### src/rtl/moving_average_scheduler_types.sv
// Shared definitions for the moving-average scheduler.
// Holds the default sample width and window length, the window, accumulator
// and per-channel state types, the sequencer state encoding and helpers that
// flatten the typed values into plain vectors for inspection.
package moving_average_scheduler_types;

    localparam int DEF_W    = 8;
    localparam int DEF_TAPS = 16;
    localparam int DEF_LT   = $clog2(DEF_TAPS);

    typedef logic signed [DEF_W-1:0]        sample_t;
    typedef sample_t                        window_t [DEF_TAPS];
    typedef logic signed [DEF_W+DEF_LT-1:0] acc_t;

    typedef struct packed {
        logic [DEF_LT-1:0] wptr;
        logic [DEF_LT:0]   fill;
        acc_t              sum;
    } chan_state_t;

    // Sequencer encoding: plain constants so the state register stays a
    // bare vector; the enum carries the same values for readable dumps.
    localparam logic [1:0] S_IDLE   = 2'd0;
    localparam logic [1:0] S_UPDATE = 2'd1;
    localparam logic [1:0] S_OUT    = 2'd2;

    typedef enum logic [1:0] {
        ST_IDLE   = S_IDLE,
        ST_UPDATE = S_UPDATE,
        ST_OUT    = S_OUT
    } state_e;

    function automatic logic [$bits(chan_state_t)-1:0] chan_state_to_lv(input chan_state_t s);
        return s;
    endfunction

    function automatic logic [1:0] state_to_lv(input state_e s);
        return s;
    endfunction

endpackage

### src/rtl/rr_arbiter.sv
// Round-robin arbiter.
// i_req  : request vector, one bit per channel
// i_last : index of the most recently granted channel
// o_grant: one-hot grant (all zero when nothing requests); the search starts
//          at the channel after i_last and wraps around.
module rr_arbiter
    import moving_average_scheduler_types::*;
#(
    parameter int NCH = 4
) (
    input  logic [NCH-1:0]         i_req,
    input  logic [$clog2(NCH)-1:0] i_last,
    output logic [NCH-1:0]         o_grant
);

    localparam int CW = $clog2(NCH);

    logic [CW-1:0] w_idx;
    logic          w_found;

    always_comb begin
        o_grant = '0;
        w_found = 1'b0;
        w_idx   = '0;
        // NCH is a power of two, so CW-bit addition wraps the search for free;
        // k == NCH lands back on i_last itself as the lowest priority.
        for (int k = 1; k <= NCH; k++) begin
            w_idx = i_last + CW'(k);
            if (!w_found && i_req[w_idx]) begin
                o_grant[w_idx] = 1'b1;
                w_found        = 1'b1;
            end
        end
    end

endmodule

### src/rtl/moving_average_scheduler.sv
// Shares one moving-average update datapath among NCH sample streams.
// in_valid/in_ready : per-channel sample handshake; in_ready is a one-hot grant
//                     and a sample moves on a clock edge where valid & ready.
// in_data           : channel i occupies bits [i*W +: W], signed
// clr               : per-channel clear pulse, latched until served in IDLE
// out_valid/out_ready: result handshake; outputs hold steady while valid & !ready
// out_ch/out_sum/out_avg/out_full: channel, window sum, floored average and
//                     window-full flag of the result
// busy              : sequencer active or a clear still pending
module moving_average_scheduler
    import moving_average_scheduler_types::*;
#(
    parameter int NCH  = 4,
    parameter int TAPS = DEF_TAPS,
    parameter int W    = DEF_W
) (
    input  logic                        clk,
    input  logic                        rst,
    input  logic [NCH-1:0]              in_valid,
    input  logic [NCH*W-1:0]            in_data,
    output logic [NCH-1:0]              in_ready,
    input  logic [NCH-1:0]              clr,
    output logic                        out_valid,
    input  logic                        out_ready,
    output logic [$clog2(NCH)-1:0]      out_ch,
    output logic [W+$clog2(TAPS)-1:0]   out_sum,
    output logic [W-1:0]                out_avg,
    output logic                        out_full,
    output logic                        busy
);

    localparam int CW = $clog2(NCH);
    localparam int LT = $clog2(TAPS);
    localparam int SW = W + LT;
    localparam logic [LT:0] FILL_MAX = (LT+1)'(TAPS);

    logic [1:0]             r_state;
    logic [NCH-1:0]         r_pend_clr;
    logic [CW-1:0]          r_last;
    logic [CW-1:0]          r_ch;
    logic signed [W-1:0]    r_x;
    logic [LT-1:0]          r_wptr [NCH];
    logic [LT:0]            r_fill [NCH];
    logic signed [SW-1:0]   r_sum  [NCH];
    logic signed [W-1:0]    r_win  [NCH][TAPS];
    logic                   r_out_valid;
    logic [CW-1:0]          r_out_ch;
    logic [SW-1:0]          r_out_sum;
    logic                   r_out_full;

    logic                   w_idle;
    logic                   w_clr_any;
    logic [NCH-1:0]         w_arb_grant;
    logic [NCH-1:0]         w_grant;
    logic [CW-1:0]          w_grant_idx;
    logic signed [W-1:0]    w_x;
    logic [NCH-1:0]         w_clr_sel;
    logic [NCH-1:0]         w_clr_done;
    logic [CW-1:0]          w_clr_idx;
    logic signed [W-1:0]    w_old;
    logic signed [SW:0]     w_new_sum;
    logic [LT:0]            w_new_fill;

    rr_arbiter #(.NCH(NCH)) u_arb (
        .i_req   (in_valid),
        .i_last  (r_last),
        .o_grant (w_arb_grant)
    );

    assign w_idle    = (r_state == S_IDLE);
    assign w_clr_any = |r_pend_clr;
    // Pending clears take the IDLE cycle ahead of any grant.
    assign w_grant   = (w_idle && !w_clr_any && !rst) ? w_arb_grant : '0;
    assign in_ready  = w_grant;

    // Lowest set bit of the pending-clear vector.
    assign w_clr_sel  = r_pend_clr & (~r_pend_clr + 1'b1);
    assign w_clr_done = w_idle ? w_clr_sel : '0;

    always_comb begin
        w_grant_idx = '0;
        w_x         = '0;
        w_clr_idx   = '0;
        for (int i = 0; i < NCH; i++) begin
            if (w_grant[i]) begin
                w_grant_idx = CW'(i);
                w_x         = in_data[i*W +: W];
            end
            if (w_clr_sel[i]) begin
                w_clr_idx = CW'(i);
            end
        end
    end

    // Until the window is full the evicted sample is an implicit zero.
    assign w_old      = (r_fill[r_ch] == FILL_MAX) ? r_win[r_ch][r_wptr[r_ch]] : '0;
    assign w_new_sum  = r_sum[r_ch] + r_x - w_old;
    assign w_new_fill = (r_fill[r_ch] == FILL_MAX) ? FILL_MAX : r_fill[r_ch] + 1'b1;

    always_ff @(posedge clk or posedge rst) begin
        if (rst) begin
            r_state     <= S_IDLE;
            r_pend_clr  <= '0;
            r_last      <= CW'(NCH - 1);
            r_ch        <= '0;
            r_x         <= '0;
            r_out_valid <= 1'b0;
            r_out_ch    <= '0;
            r_out_sum   <= '0;
            r_out_full  <= 1'b0;
            for (int i = 0; i < NCH; i++) begin
                r_wptr[i] <= '0;
                r_fill[i] <= '0;
                r_sum[i]  <= '0;
            end
        end else begin
            // New pulses merge with what is already pending.
            r_pend_clr <= (r_pend_clr & ~w_clr_done) | clr;
            case (r_state)
                S_IDLE: begin
                    if (w_clr_any) begin
                        r_wptr[w_clr_idx] <= '0;
                        r_fill[w_clr_idx] <= '0;
                        r_sum[w_clr_idx]  <= '0;
                    end else if (|w_grant) begin
                        r_ch    <= w_grant_idx;
                        r_x     <= w_x;
                        r_last  <= w_grant_idx;
                        r_state <= S_UPDATE;
                    end
                end
                S_UPDATE: begin
                    r_sum[r_ch]  <= w_new_sum[SW-1:0];
                    r_wptr[r_ch] <= r_wptr[r_ch] + 1'b1;
                    r_fill[r_ch] <= w_new_fill;
                    r_out_valid  <= 1'b1;
                    r_out_ch     <= r_ch;
                    r_out_sum    <= w_new_sum[SW-1:0];
                    r_out_full   <= (w_new_fill == FILL_MAX);
                    r_state      <= S_OUT;
                end
                S_OUT: begin
                    if (out_ready) begin
                        r_out_valid <= 1'b0;
                        r_state     <= S_IDLE;
                    end
                end
                default: r_state <= S_IDLE;
            endcase
        end
    end

    // Window memory carries no reset: fill = 0 marks its contents as unused.
    always_ff @(posedge clk) begin
        if (r_state == S_UPDATE) begin
            r_win[r_ch][r_wptr[r_ch]] <= r_x;
        end
    end

    assign out_valid = r_out_valid;
    assign out_ch    = r_out_ch;
    assign out_sum   = r_out_sum;
    // Top W bits of the sum are the arithmetic shift by log2(TAPS).
    assign out_avg   = r_out_sum[SW-1:LT];
    assign out_full  = r_out_full;
    assign busy      = !w_idle || w_clr_any;

endmodule

### config.mk
export PLATFORM = sky130hd
export DESIGN_NAME = moving_average_scheduler
export DESIGN_NICKNAME = d
export VERILOG_FILES = /design/src/rtl/moving_average_scheduler_types.sv /design/src/rtl/rr_arbiter.sv /design/src/rtl/moving_average_scheduler.sv
export SDC_FILE = /design/constraint.sdc
export NUM_CORES = 1
export LEC_CHECK = 0
export ABC_AREA = 1
export CAP_MARGIN = 20
export CORE_MARGIN = 2
export CORE_UTILIZATION = 40
export DETAILED_ROUTE_END_ITERATION = 12
export GPL_TIMING_DRIVEN = 0
export PLACE_DENSITY = 0.57
export SLEW_MARGIN = 0
export SYNTH_ARGS = -nofsm -noshare
export SYNTH_HDL_FRONTEND = slang
export SYNTH_SLANG_ARGS = --single-unit
### constraint.sdc
create_clock -name clk -period 4.3 [get_ports clk]
set_input_delay 0.645 -clock clk [delete_from_list [all_inputs] [get_ports clk]]
set_output_delay 0.645 -clock clk [all_outputs]
set_load 0.005 [all_outputs]
Yosys cells after proc, flatten, opt, wreduce, memory -nomap -nowiden
Memory sizes are Yosys's and may differ from the RTL's. Index checks and enable logic that the tools add are counted.

Bits in registers: 118. Bits in writable memories: 512. Input bits: 43. Memories: 1.

Add/subtract/negate cells: 8. Order comparisons: 14. Eq/ne operators: 8. Muxes and demuxes: 80. Bitwise logic cells: 18. Reduce and logical (&&, ||, !) cells: 28.

Memories: r_win (depth 4, width 128, read ports 1, clocked after Yosys merged registers in 0, write ports 1, line moving_average_scheduler.sv:45) `logic signed [W-1:0] r_win [NCH][TAPS];`.

Operator list (number): $mux 128 (1); $pmux 48 s2 (1); $mux 8 (8); $and 48x48->48 (1); $bwmux 48 (1); $demux 12 s2 (2); $mux 12 (4); $mux 48 (1); $not 48->48 (1); $mux 4 (10); $pmux 20 s2 (1); $bmux 8 s4 (1); $demux 8 s4 (1); $pmux 16 s2 (1); $mux 5 (5); $bmux 12 s2 (1); $and 20x20->20 (1); $bwmux 20 (1); $demux 5 s2 (2); $mux 20 (1); $not 20->20 (1); $and 16x16->16 (1); $bwmux 16 (1); $demux 4 s2 (2); 41 further kinds (106).

Longest topological paths before layout
Gate-level depths: netlist (run 1).

Depth after elaboration: 18. Gate-level depth with buffers: 29. Depth with buffers taken out: 27.

Cells and area by module
A second synthesis (run 1) with hierarchy kept.

Cells, all modules: 2822. Area total of the unflattened synthesis: 27930.5 µm².

By module, submodules not included: moving_average_scheduler (instances 1, cells an instance 2747, area each 27508.9 µm², sequential area each 18330.1 µm²); rr_arbiter (instances 1, cells an instance 75, area each 421.7 µm², sequential area each 0.0 µm²).

Least setup slack after synthesis (run 1)
OpenSTA, ideal clock, no wires.

Kind: register to register. From: reg r_ch[0]. To: reg r_sum[22] (netlist bit). Setup time: 126 ps. Arrival: 3532 ps. Setup slack: 642 ps. Stages on the path, launching flop included: 22. Clock period less this slack: 3658 ps. Path through: dfrtp_1 nor2_4 clkbuf_1 clkbuf_1 a22oi_1 nand3_1 nand2_1 nand3_1 nand3_1 nand4_1 nand2_1 fa_1 ha_1 inv_1 o21ai_0 nand3_1 nand4_1 or2_2 nand3_1 o21ai_0 nand2_1 o21ai_0.

Word-level cells in the longest chain between the ends: 12.

RTL lines: from (decl) (line moving_average_scheduler.sv:40) `logic [CW-1:0] r_ch;`; from (signal assigned) (line moving_average_scheduler.sv:126) `r_ch <= w_grant_idx;`; $not 2->3 (not written as such) (line moving_average_scheduler.sv:96, moving_average_scheduler.sv:97, moving_average_scheduler.sv:133); $bmux 4 s2 (line moving_average_scheduler.sv:96) `assign w_old = (r_fill[r_ch] == FILL_MAX) ? r_win[r_ch][r_wptr[r_ch]] : '0;`; $mux 4 (not written as such) (2 in a row) (line moving_average_scheduler.sv:96); $not 4->5 (not written as such) (line moving_average_scheduler.sv:96); $bmux 8 s4 (line moving_average_scheduler.sv:96); $mux 8 (not written as such) (2 in a row) (line moving_average_scheduler.sv:96); $mux 8 (line moving_average_scheduler.sv:96); $sub 12x8->12 (line moving_average_scheduler.sv:97) `assign w_new_sum = r_sum[r_ch] + r_x - w_old;`; $bwmux 48 (*) (line moving_average_scheduler.sv:133) `r_sum[r_ch] <= w_new_sum[SW-1:0];`; $pmux 48 s2 (*) (line moving_average_scheduler.sv:119) `case (r_state)`; to (signal, indexed assignment) (line moving_average_scheduler.sv:133); to (decl) (line moving_average_scheduler.sv:44) `logic signed [SW-1:0] r_sum [NCH];`.

Mark *: on every way between the ends. The rest lies on a longest branch, timed or not. The select of a mux whose other input is x is not followed. A chain may end at the register's enable or synchronous reset.

Worst setup path after layout (run 1)
Ends and elaborated chain as after synthesis.

==> key figures, run 1 <==
Power and ir drop
  • Leakage: 11.9 nW
  • Psw: 2.98 mW
  • PwrDens: 411 nW/um2
  • Sw Ratio: 22.7%
  • Logic gate share of total power: 6.7%
  • Total internal power: 10.1 mW
  • Reg power frac: 51.1%
  • Worst IR Drop VDD: 0.240 mV
  • Share of total power in the clock network: 42.2%

Timing
  • Tmin final: 4.29 ns
  • Skew final: 0.0340 ns
  • Slew Viols, Final: 0
  • Max_slew headroom: 12.8%
  • Fin crit share: 99.7%
  • Final Hold Viols: 0
  • Setup repair after global routing missed its margin: yes
  • Final setup fails: 0
  • Actual slew at the worst max-slew pin: 1.31 ns
  • Final worst slack: 0.0142 ns
  • Max Clk Rate: 233 MHz

Setup path
  • Worst path bufs/invs: 5
  • Reg2Reg Depth: 25
  • Critical Path Start Type: flip-flop
  • Crit. Startpoint: r_ch[0]$_DFFE_PP0P_
  • Crit path kind: flip-flop to flip-flop
  • CP Capture Type: flip-flop
  • Startpoint of the worst register-to-register path: r_ch[0]$_DFFE_PP0P_
  • Worst-path fanout max: 10
  • Most used cell, CP: nand2_1
  • Worst Path Required: 4.78 ns
  • Crit path max-delay family: simple AND/OR/NAND/NOR gates
  • Crit path arrival time: 4.76 ns
  • CP max-delay cell: dfrtp_2
  • WP depth: 25
  • Largest stage delay, worst path: 0.48 ns

CTS
  • H-tree depth: 3
  • Worst skew pair latency: 0.62 ns
  • CTS tree: done
  • CTS clock-pin slew for the worst setup and hold paths: 0.06 ns
  • TritonCTS Buffers: 67
  • Clock root buffer: clkbuf_16
  • Clk sinks: 630
  • Clock Path Buffers: 3

Synth
  • Register bit count reported by yosys: 630
  • Post-synth EDFFs: 512
  • Ys async rst share: 18.7%
  • Avg Inst Size Synth: 11.8 um2
  • Synth Flop Type: edfxtp_1
  • Mapped Cells: 2251
  • Post-synthesis sequential area ratio: 69.2%
  • Syn nets: 2331
  • Mapped Area: 26500 um2
  • Synth cell types: 45
  • Yosys warnings: 0

Global routing
  • Grt ovf: 0
  • Initial antenna violation count: 1
  • First-pass GRT wire length: 117000 um
  • Largest net degree at the start of global routing: 87
  • Vias in the first global route: 17800
  • Gr usage total: 23.6%

Placement
  • Cell total after placement: 3192
  • Pre-CTS setup slack: -1.17 ns
  • Placed cell areas: 28400 um2
  • Routability cong.: 0.986
  • DP HPWL: 54300 um
  • Port buffer count: 71

Final layout
  • Cell area after layout: 31900 um2
  • Fin cells: 3336
  • Diodes inserted: 0
  • Fin nets: 2504
  • Area Overhead vs Synth: 20.4%
  • Layout cells sized above 1: 16.9%

Route
  • Initial DRC Count: 1862
  • Vias after detailed routing: 18600
  • Wire per inst: 24.3 um
  • ANT nets after route: 0
  • Avg Vias per Cell: 5.58
  • Wirelength, routed: 81200 um
  • DRC viols: 0
  • TritonRoute pass-1 iters: 6

Floorplan
  • Starting Density: 40.3%
  • Die Ht: 261 um
  • Core box area: 65600 um2
  • Io pins: 72
  • Die X: 261 um
  • Placement Rows: 94
  • Die ar.: 68300 um2

Run status
  • Status: complete, no violations

Worst hold path
  • Hold Path Class: primary input to async pin

Run
  • Max-cap viol count: 0
-- worst paths after layout --
| kind | endpoint | slack [ns] |
|---|---|---|
| min reg2reg | out_sum[0]$_DFFE_PP0P_ | 0.48 |
| max reg2reg | r_sum[22]$_DFFE_PP0P_ | 0.01 |
| max | r_sum[22]$_DFFE_PP0P_ | 0.01 |
| max in group asynchronous | r_last[1]$_DFFE_PP1P_ | 3.15 |
| min in group clk | out_sum[0]$_DFFE_PP0P_ | 0.48 |
| min | r_x[1]$_DFFE_PP0P_ | 0.42 |
-- layer usage --
metal  global-route usage [%]  share of wire [%]
met1                     33.7                 44
met4                     8.27                3.5
met5                        0              0.018
met2                     37.0                 46
met3                     3.63                6.6
-- state kept, by name (all words and copies together) (netlist names) --
signal	count
out_ch	2
out_full	1
out_sum	12
out_valid	1
r_ch	2
r_fill	20
r_last	2
r_pend_clr	4
r_state	2
r_sum	48
r_win	512
r_wptr	16
r_x	8
-- synth_stat cells (6+ instances only) --
library cell | number | area share, %
o21ai_1 | 7 | 0.13
edfxtp_1 | 512 | 58
a221oi_1 | 11 | 0.36
nand4_1 | 8 | 0.19
fa_1 | 11 | 0.83
buf_1 | 16 | 0.23
ha_1 | 26 | 1.2
nor2_1 | 131 | 1.9
inv_2 | 13 | 0.18
dfrtp_1 | 116 | 11
a21oi_1 | 56 | 1.1
buf_2 | 50 | 0.95
buf_4 | 11 | 0.31
o21ai_0 | 33 | 0.62
clkbuf_1 | 42 | 0.60
a22oi_1 | 178 | 5.0
or2_2 | 6 | 0.14
inv_1 | 160 | 2.3
nand2_1 | 529 | 7.5
o22ai_1 | 87 | 2.1
nand3_1 | 195 | 3.7
-- repair_timing --
item	in CTS	in global routing
pin swaps	6	41
hold endpoints to repair	0	0
hold buffers	0	0
buffers inserted	8	21
resized for setup	156	196
cloned	0	1
setup endpoints to repair	55	46
-- layout make-up --
cell class                 instances  area [um2]
fill                            5750       33700
sequential                       630       18400
multi-input combinational       1325        7690
clock buffer                      86        1800
timing repair buffer             107        1120
tap                              864        1080
buffer                           117         910
inverter                         176         676
clock inverter                    31         254
-- logic make-up after synthesis --
family / Yosys count / share of synthesized area [%]
DFF: 630 / 69.2
and+or+nand+nor: 888 / 13.9
AOI/OAI and AO/OA: 393 / 9.94
xor gates and xnor gates: 7 / 0.232
adders and majority gates: 37 / 2.06
buffers and inverters: 296 / 4.62
-- placed cells by master (no fill, tap or decap), drive strengths merged, types with 11 or more instances in the layout --
master / count
nand2: 534
edfxtp: 512
nand3: 198
a22oi: 180
inv: 176
nor2: 135
clkbuf: 125
dfrtp: 116
buf: 113
o22ai: 87
clkdlybuf4s50: 71
a21oi: 56
o21ai: 43
clkinv: 27
ha: 26
a221oi: 11
fa: 11
-- stage by stage --
step / power, mW / utilization [%] / setup TNS (ns) / hold slack (ns)
2_1_floorplan: 7.17 / - / 0 / 0.465
3_3_place_gp: 7.49 / 43.1 / -175.01 / 0.459
3_5_place_dp: 7.51 / 43.3 / -41.12 / 0.467
4_1_cts: 13.0 / 47.2 / -0.334 / 0.412
5_1_grt: 13.5 / 48.6 / -1.14 / 0.463
6_report: 13.1 / 48.6 / 0 / 0.417
-- power groups by stage --
stage                     Clock, mW  Sequential [mW]  Combinational (mW)
final                          5.53             6.70               0.881
after global routing           5.83             6.70               0.942
after CTS                      5.60             6.70               0.745
after detailed placement          0             6.82               0.685
after global placement            0             6.86               0.635
after floorplan                   0             6.79               0.382
Note: power is estimated with default switching activity, not from simulation.
==> run 2, diff against run 1 <==
--- a/config.mk
+++ b/config.mk
@@ -12,7 +12,9 @@
 export DETAILED_ROUTE_END_ITERATION = 12
 export GPL_TIMING_DRIVEN = 0
 export PLACE_DENSITY = 0.57
+export SETUP_SLACK_MARGIN = 0.02
 export SLEW_MARGIN = 0
 export SYNTH_ARGS = -nofsm -noshare
 export SYNTH_HDL_FRONTEND = slang
 export SYNTH_SLANG_ARGS = --single-unit
+export TNS_END_PERCENT = 30
==> key figures, run 2 (synthesis gave the netlist of run 1 again) <==
Run status
  • Status: complete, no violations (unchanged)

Worst hold path
  • Hold Path Class: primary input to async pin (unchanged)

Timing
  • Final worst slack: 0.0557 ns (was 0.0142 ns)
  • Final setup fails: 0 (unchanged)
  • Skew final: 0.0350 ns (was 0.0340 ns)
  • Max Clk Rate: 236 MHz (was 233 MHz)
  • Fin crit share: 98.7% (was 99.7%)
  • Tmin final: 4.24 ns (was 4.29 ns)
  • Max_slew headroom: 12.9% (was 12.8%)
  • Final Hold Viols: 0 (unchanged)
  • Setup repair after global routing missed its margin: yes (unchanged)
  • Actual slew at the worst max-slew pin: 1.31 ns (about the same)
  • Slew Viols, Final: 0 (unchanged)

Placement
  • Routability cong.: 0.986 (unchanged)
  • DP HPWL: 54300 um (unchanged)
  • Port buffer count: 71 (unchanged)
  • Pre-CTS setup slack: -1.17 ns (unchanged)
  • Placed cell areas: 28400 um2 (unchanged)

CTS
  • Worst skew pair latency: 0.62 ns (about the same)
  • Clock Path Buffers: 3 (unchanged)
  • CTS clock-pin slew for the worst setup and hold paths: 0.06 ns (about the same)
  • TritonCTS Buffers: 67 (unchanged)
  • Clk sinks: 630 (unchanged)
  • Cts hold-fix bufs: 0 (unchanged)
  • Clock root buffer: clkbuf_16 (unchanged)
  • H-tree depth: 3 (unchanged)
  • CTS tree: done (unchanged)

Setup path
  • Critical Path Start Type: flip-flop (unchanged)
  • Crit path kind: flip-flop to flip-flop (unchanged)
  • CP max-delay cell: dfrtp_2 (unchanged)
  • FF-to-FF setup slack: 0.06 ns (was 0.01 ns)
  • Worst-path fanout max: 10 (unchanged)
  • Worst path cell trace: nor2_4 -> buf_6 -> clkbuf_4 -> a22oi_1 -> nand2_2 -> nand2_1 -> nand3_1 -> nand3_1 -> nand2_1 -> nor2_4 -> nor2_2 -> fa_1 -> inv_1 -> ha_4 -> a21oi_2 -> o21ai_2 -> nand2_1 -> nand4_1 -> or2_4 -> nand3_4 -> o21ai_2 -> nand2_1 -> o21ai_0
  • Crit path max-delay family: simple AND/OR/NAND/NOR gates (unchanged)
  • Worst Path Required: 4.78 ns (about the same)
  • Crit path arrival time: 4.72 ns (was 4.76 ns)
  • CP Capture Type: flip-flop (unchanged)
  • Worst path bufs/invs: 3 (was 5)
  • Largest stage delay, worst path: 0.49 ns (was 0.48 ns)
  • Most used cell, CP: nand2_1 (unchanged)

Floorplan
  • Placement Rows: 94 (unchanged)
  • Die Ht: 261 um (unchanged)
  • Die X: 261 um (unchanged)
  • Die ar.: 68300 um2 (unchanged)
  • Starting Density: 40.3% (unchanged)
  • Core box area: 65600 um2 (unchanged)
  • Io pins: 72 (unchanged)

Route
  • Wire per inst: 24.3 um (about the same)
  • Initial DRC Count: 1898 (was 1862)
  • Vias after detailed routing: 18600 (about the same)
  • Avg Vias per Cell: 5.57 (was 5.58)
  • Wirelength, routed: 81200 um (about the same)
  • TritonRoute pass-1 iters: 5 (was 6)
  • ANT nets after route: 0 (unchanged)
  • DRC viols: 0 (unchanged)

Global routing
  • Gr usage total: 23.6% (about the same)
  • Initial antenna violation count: 1 (unchanged)
  • Grt ovf: 0 (unchanged)
  • Vias in the first global route: 17800 (about the same)
  • First-pass GRT wire length: 117000 um (about the same)
  • Largest net degree at the start of global routing: 87 (unchanged)

Power and ir drop
  • Total power: 13.1 mW (about the same)
  • PwrDens: 411 nW/um2 (about the same)
  • Worst IR Drop VDD: 0.240 mV (about the same)
  • Leakage: 11.9 nW (about the same)

Final layout
  • Area Overhead vs Synth: 20.7% (was 20.4%)
  • Most frequent cells in the layout: 512 x edfxtp_1, 503 x nand2_1, 172 x nand3_1, 156 x a22oi_1, 155 x inv_1 (was 512 x edfxtp_1, 507 x nand2_1, 170 x nand3_1, 156 x inv_1, 144 x a22oi_1)
  • Sequential cell area: 18400 um2 (unchanged)
  • Most common library cell in the layout ignoring fill and taps: edfxtp_1 (unchanged)
  • Fin nets: 2516 (was 2504)
  • Max reg flops: 512 (unchanged)
  • Cell area after layout: 32000 um2 (was 31900 um2)
  • Diodes inserted: 0 (unchanged)
  • Fill cells: 5748 (was 5750)
  • Multi-input gate area: 7660 um2 (was 7690 um2)
  • Layout cells sized above 1: 17.1% (was 16.9%)

Run
  • Max-cap viol count: 0 (unchanged)
==> run 2: cell count changes in the layout (fill, tap and decap cells not counted), moves of 3 or more <==
cell     change
a22oi_1     +12
nand2_2      +5
buf_2        -3
buf_4       +13
a22oi_2     -12
nand2_1      -4
==> run 2: metrics by stage <==
step / hold WS [ns] / utilization, % / setup TNS (ns) / std cells
floorplan: 0.465 / - / 0 / 2251
global placement: 0.459 / 43.1 / -175.01 / 3186
detailed placement: 0.467 / 43.3 / -41.12 / 3192
CTS: 0.412 / 47.1 / -0.549 / 3316
global route: 0.463 / 48.7 / -0.414 / 3348
finish: 0.418 / 48.7 / 0 / 3348
==> run 2: worst paths after layout <==
| path | start | endpoint | cells past startpoint |
|---|---|---|---|
| hold reg to reg | out_sum[0]$_DFFE_PP0P_ | out_sum[0]$_DFFE_PP0P_ | 2 |
| setup reg to reg | r_ch[0]$_DFFE_PP0P_ | r_sum[22]$_DFFE_PP0P_ | 23 |
| setup / recovery | r_ch[0]$_DFFE_PP0P_ | r_sum[22]$_DFFE_PP0P_ | 23 |
| max in group asynchronous | rst | r_last[1]$_DFFE_PP1P_ | 3 |
| min in group clk | out_sum[0]$_DFFE_PP0P_ | out_sum[0]$_DFFE_PP0P_ | 2 |
| hold / removal | rst | r_x[1]$_DFFE_PP0P_ | 2 |
==> run 2: layout make-up <==
type	instances	area share, %
buffer	117	2.98
inverter	176	2.14
timing repair buffer	118	3.68
clock buffer	86	5.63
sequential	630	57.4
multi-input combinational	1326	24.0
clock inverter	31	0.795
tap	864	3.38
==> run 2: what timing repair did <==
item | 4_1_cts | 5_1_grt
endpoints found under the setup margin | 68 | 46
setup buffers | 8 | 32
pin swaps | 6 | 43
cloned | 0 | 2
resized for setup | 153 | 210
==> run 2: power breakdown <==
group	switching (mW)	leakage [nW]	total, mW	internal [mW]
Combinational	0.569	4.67	0.898	0.330
Sequential	0.0778	6.26	6.69	6.62
Clock	2.34	1.02	5.53	3.19
Total	2.99	11.9	13.1	10.1
==> run 2: layer usage <==
layer | global-route usage [%] | wire (um)
met1 | 33.6 | 35400
met2 | 37.0 | 37400
met3 | 3.63 | 5600
met4 | 8.27 | 2870
met5 | 0 | 0
==> run 3, diff against run 2 <==
--- a/config.mk
+++ b/config.mk
@@ -13,8 +13,9 @@
 export GPL_TIMING_DRIVEN = 0
 export PLACE_DENSITY = 0.57
 export SETUP_SLACK_MARGIN = 0.02
+export SKIP_LAST_GASP = 1
 export SLEW_MARGIN = 0
 export SYNTH_ARGS = -nofsm -noshare
 export SYNTH_HDL_FRONTEND = slang
 export SYNTH_SLANG_ARGS = --single-unit
-export TNS_END_PERCENT = 30
+export TNS_END_PERCENT = 100
==> key figures, run 3 (synthesis gave the netlist of run 1 again) <==
CTS
  • TritonCTS Buffers: 67 (unchanged)
  • Worst skew pair latency: 0.62 ns (about the same)
  • CTS tree: done (unchanged)
  • Clock root buffer: clkbuf_16 (unchanged)
  • CTS clock-pin slew for the worst setup and hold paths: 0.06 ns (about the same)
  • Clk sinks: 630 (unchanged)
  • Clock Path Buffers: 3 (unchanged)
  • H-tree depth: 3 (unchanged)

Timing
  • Final Hold Slack: 0.421 ns (was 0.418 ns)
  • Tmin final: 4.29 ns (was 4.24 ns)
  • Final setup fails: 0 (unchanged)
  • Slew Viols, Final: 0 (unchanged)
  • Fin Setup TNS: 0 ns (unchanged)
  • Max Clk Rate: 233 MHz (was 236 MHz)
  • Fin crit share: 99.7% (was 98.7%)
  • Skew final: 0.0325 ns (was 0.0350 ns)
  • Max_slew headroom: 13.3% (was 12.9%)
  • Actual slew at the worst max-slew pin: 1.30 ns (was 1.31 ns)
  • Final Hold Viols: 0 (unchanged)
  • Setup repair after global routing missed its margin: yes (unchanged)

Global routing
  • Vias in the first global route: 17800 (unchanged)
  • Grt ovf: 0 (unchanged)
  • Largest net degree at the start of global routing: 87 (unchanged)
  • First-pass GRT wire length: 117000 um (about the same)
  • Gr usage total: 23.6% (about the same)
  • Initial antenna violation count: 0 (was 1)

Route
  • Wire per inst: 24.3 um (about the same)
  • Avg Vias per Cell: 5.55 (was 5.57)
  • Wirelength, routed: 81300 um (was 81200 um)
  • ANT nets after route: 0 (unchanged)
  • Vias after detailed routing: 18600 (about the same)
  • TritonRoute pass-1 iters: 8 (was 5)
  • DRC viols: 0 (unchanged)
  • Initial DRC Count: 2034 (was 1898)

Power and ir drop
  • Leakage: 12.0 nW (was 11.9 nW)
  • Total power: 13.1 mW (about the same)
  • Worst IR Drop VDD: 0.241 mV (was 0.240 mV)
  • Share of total power in the clock network: 42.1% (was 42.2%)
  • Sw Ratio: 22.7% (was 22.8%)
  • Total internal power: 10.1 mW (about the same)
  • PwrDens: 409 nW/um2 (was 411 nW/um2)
  • Reg power frac: 51.0% (about the same)
  • Logic gate share of total power: 6.9% (was 6.8%)
  • Psw: 2.98 mW (was 2.99 mW)

Placement
  • Routability cong.: 0.986 (unchanged)
  • DP HPWL: 54300 um (unchanged)
  • Placed cell areas: 28400 um2 (unchanged)
  • Port buffer count: 71 (unchanged)

Final layout
  • Final core occ: 48.9% (was 48.7%)
  • Most common library cell in the layout ignoring fill and taps: edfxtp_1 (unchanged)
  • Fin nets: 2517 (was 2516)
  • Diodes inserted: 0 (unchanged)
  • Cell area after layout: 32100 um2 (was 32000 um2)
  • Layout cells sized above 1: 18.2% (was 17.1%)
  • Max reg flops: 512 (unchanged)
  • Most frequent cells in the layout: 512 x edfxtp_1, 498 x nand2_1, 169 x nand3_1, 152 x inv_1, 143 x a22oi_1 (was 512 x edfxtp_1, 503 x nand2_1, 172 x nand3_1, 156 x a22oi_1, 155 x inv_1)
  • Area Overhead vs Synth: 21.1% (was 20.7%)

Floorplan
  • Starting Density: 40.3% (unchanged)
  • Die ar.: 68300 um2 (unchanged)
  • Die X: 261 um (unchanged)
  • Io pins: 72 (unchanged)
  • Placement Rows: 94 (unchanged)
  • Core box area: 65600 um2 (unchanged)
  • Die Ht: 261 um (unchanged)

Worst hold path
  • Hold Path Class: primary input to async pin (unchanged)

Run
  • Max-cap viol count: 0 (unchanged)

Setup path
  • Worst r2r dst: r_sum[22]$_DFFE_PP0P_ (unchanged)
  • Crit path kind: flip-flop to flip-flop (unchanged)
  • Crit path arrival time: 4.76 ns (was 4.72 ns)
  • Worst Path Required: 4.77 ns (was 4.78 ns)
  • Startpoint of the worst register-to-register path: r_ch[0]$_DFFE_PP0P_ (unchanged)
  • Reg2Reg Depth: 24 (was 23)
  • FF-to-FF setup slack: 0.01 ns (was 0.06 ns)
  • Worst-path fanout max: 10 (unchanged)
  • Critical Path Start Type: flip-flop (unchanged)
  • CP Capture Type: flip-flop (unchanged)

Run status
  • Status: complete, no violations (unchanged)
[run 3: cell types whose count changed in the layout (fill, tap and decap cells not counted), moves of 4 or more]
| cell | before | now |
|---|---|---|
| nand2_2 | 28 | 32 |
| inv_2 | 11 | 15 |
| clkbuf_4 | 16 | 9 |
| a22oi_2 | 24 | 37 |
| nand2_1 | 503 | 498 |
| a22oi_1 | 156 | 143 |
| buf_4 | 61 | 66 |
[run 3: how the worst max path moves through the flow]
stage / slack, ns / cells past startpoint / from / endpoint
detailed placement: -1.17 / 21 / r_ch[0]$_DFFE_PP0P_ / r_sum[22]$_DFFE_PP0P_
global route: -0.11 / 24 / r_ch[0]$_DFFE_PP0P_ / r_sum[22]$_DFFE_PP0P_
floorplan: 0.53 / 1 / rst / out_ch[0]$_DFFE_PP0P_
finish: 0.01 / 24 / r_ch[0]$_DFFE_PP0P_ / r_sum[22]$_DFFE_PP0P_
global placement: -1.15 / 2 / rst / r_sum[4]$_DFFE_PP0P_
CTS: -0.12 / 23 / r_ch[1]$_DFFE_PP0P_ / r_sum[22]$_DFFE_PP0P_
[run 3: final cells by class]
type	count	area, um2
multi-input cells	1325	7750
inverters	176	678
plain buffers	117	936
clock buffers	86	1800
fillers	5730	33600
well taps	864	1080
repair buffers	120	1220
flip-flops and latches	630	18400
clock inverters	31	254
[run 3: repair_timing]
action                     4_1_cts  5_1_grt
gates cloned                     0        2
pin swaps                        6       51
gates resized for setup        151      242
hold buffers                     0        0
setup endpoints to repair       68       46
setup buffers                    8       33
[run 3: power by group through the flow]
stage / combinational [mW] / sequential (mW) / clock (mW)
after floorplan: 0.382 / 6.79 / 0
after global placement: 0.635 / 6.86 / 0
after detailed placement: 0.685 / 6.82 / 0
after CTS: 0.738 / 6.70 / 5.60
after global routing: 0.969 / 6.70 / 5.83
final: 0.906 / 6.69 / 5.52
[run 3: layer usage]
layer,global-route usage [%],share of wire [%],vias to the layer above
li1,-,-,8399
met1,33.6,44,9308
met2,36.9,46,733
met3,3.63,6.6,163
met4,8.27,3.6,0
met5,0,0,-
[run 3: critical path, cell delays in order, from the launching register on]
cell	delay, ns
dfrtp_2	0.49
nor2_4	0.23
buf_4	0.15
buf_6	0.20
buf_2	0.29
a22oi_1	0.13
nand2_1	0.16
nand2_1	0.08
nand3_1	0.12
nand3_1	0.08
nand2_1	0.12
nor2_4	0.06
nor2_2	0.17
fa_1	0.44
inv_1	0.11
ha_4	0.22
a21oi_2	0.17
o21ai_2	0.09
nand2_1	0.07
nand4_1	0.15
or2_4	0.30
nand3_4	0.08
o21ai_2	0.06
nand2_1	0.08
o21ai_0	0.08
[run 3: metrics by stage]
stage	setup WS [ns]	instances
floorplan	0.529	2251
global placement	-1.15	3186
detailed placement	-1.17	3192
CTS	-0.123	3316
global route	-0.109	3349
finish	0.0135	3349
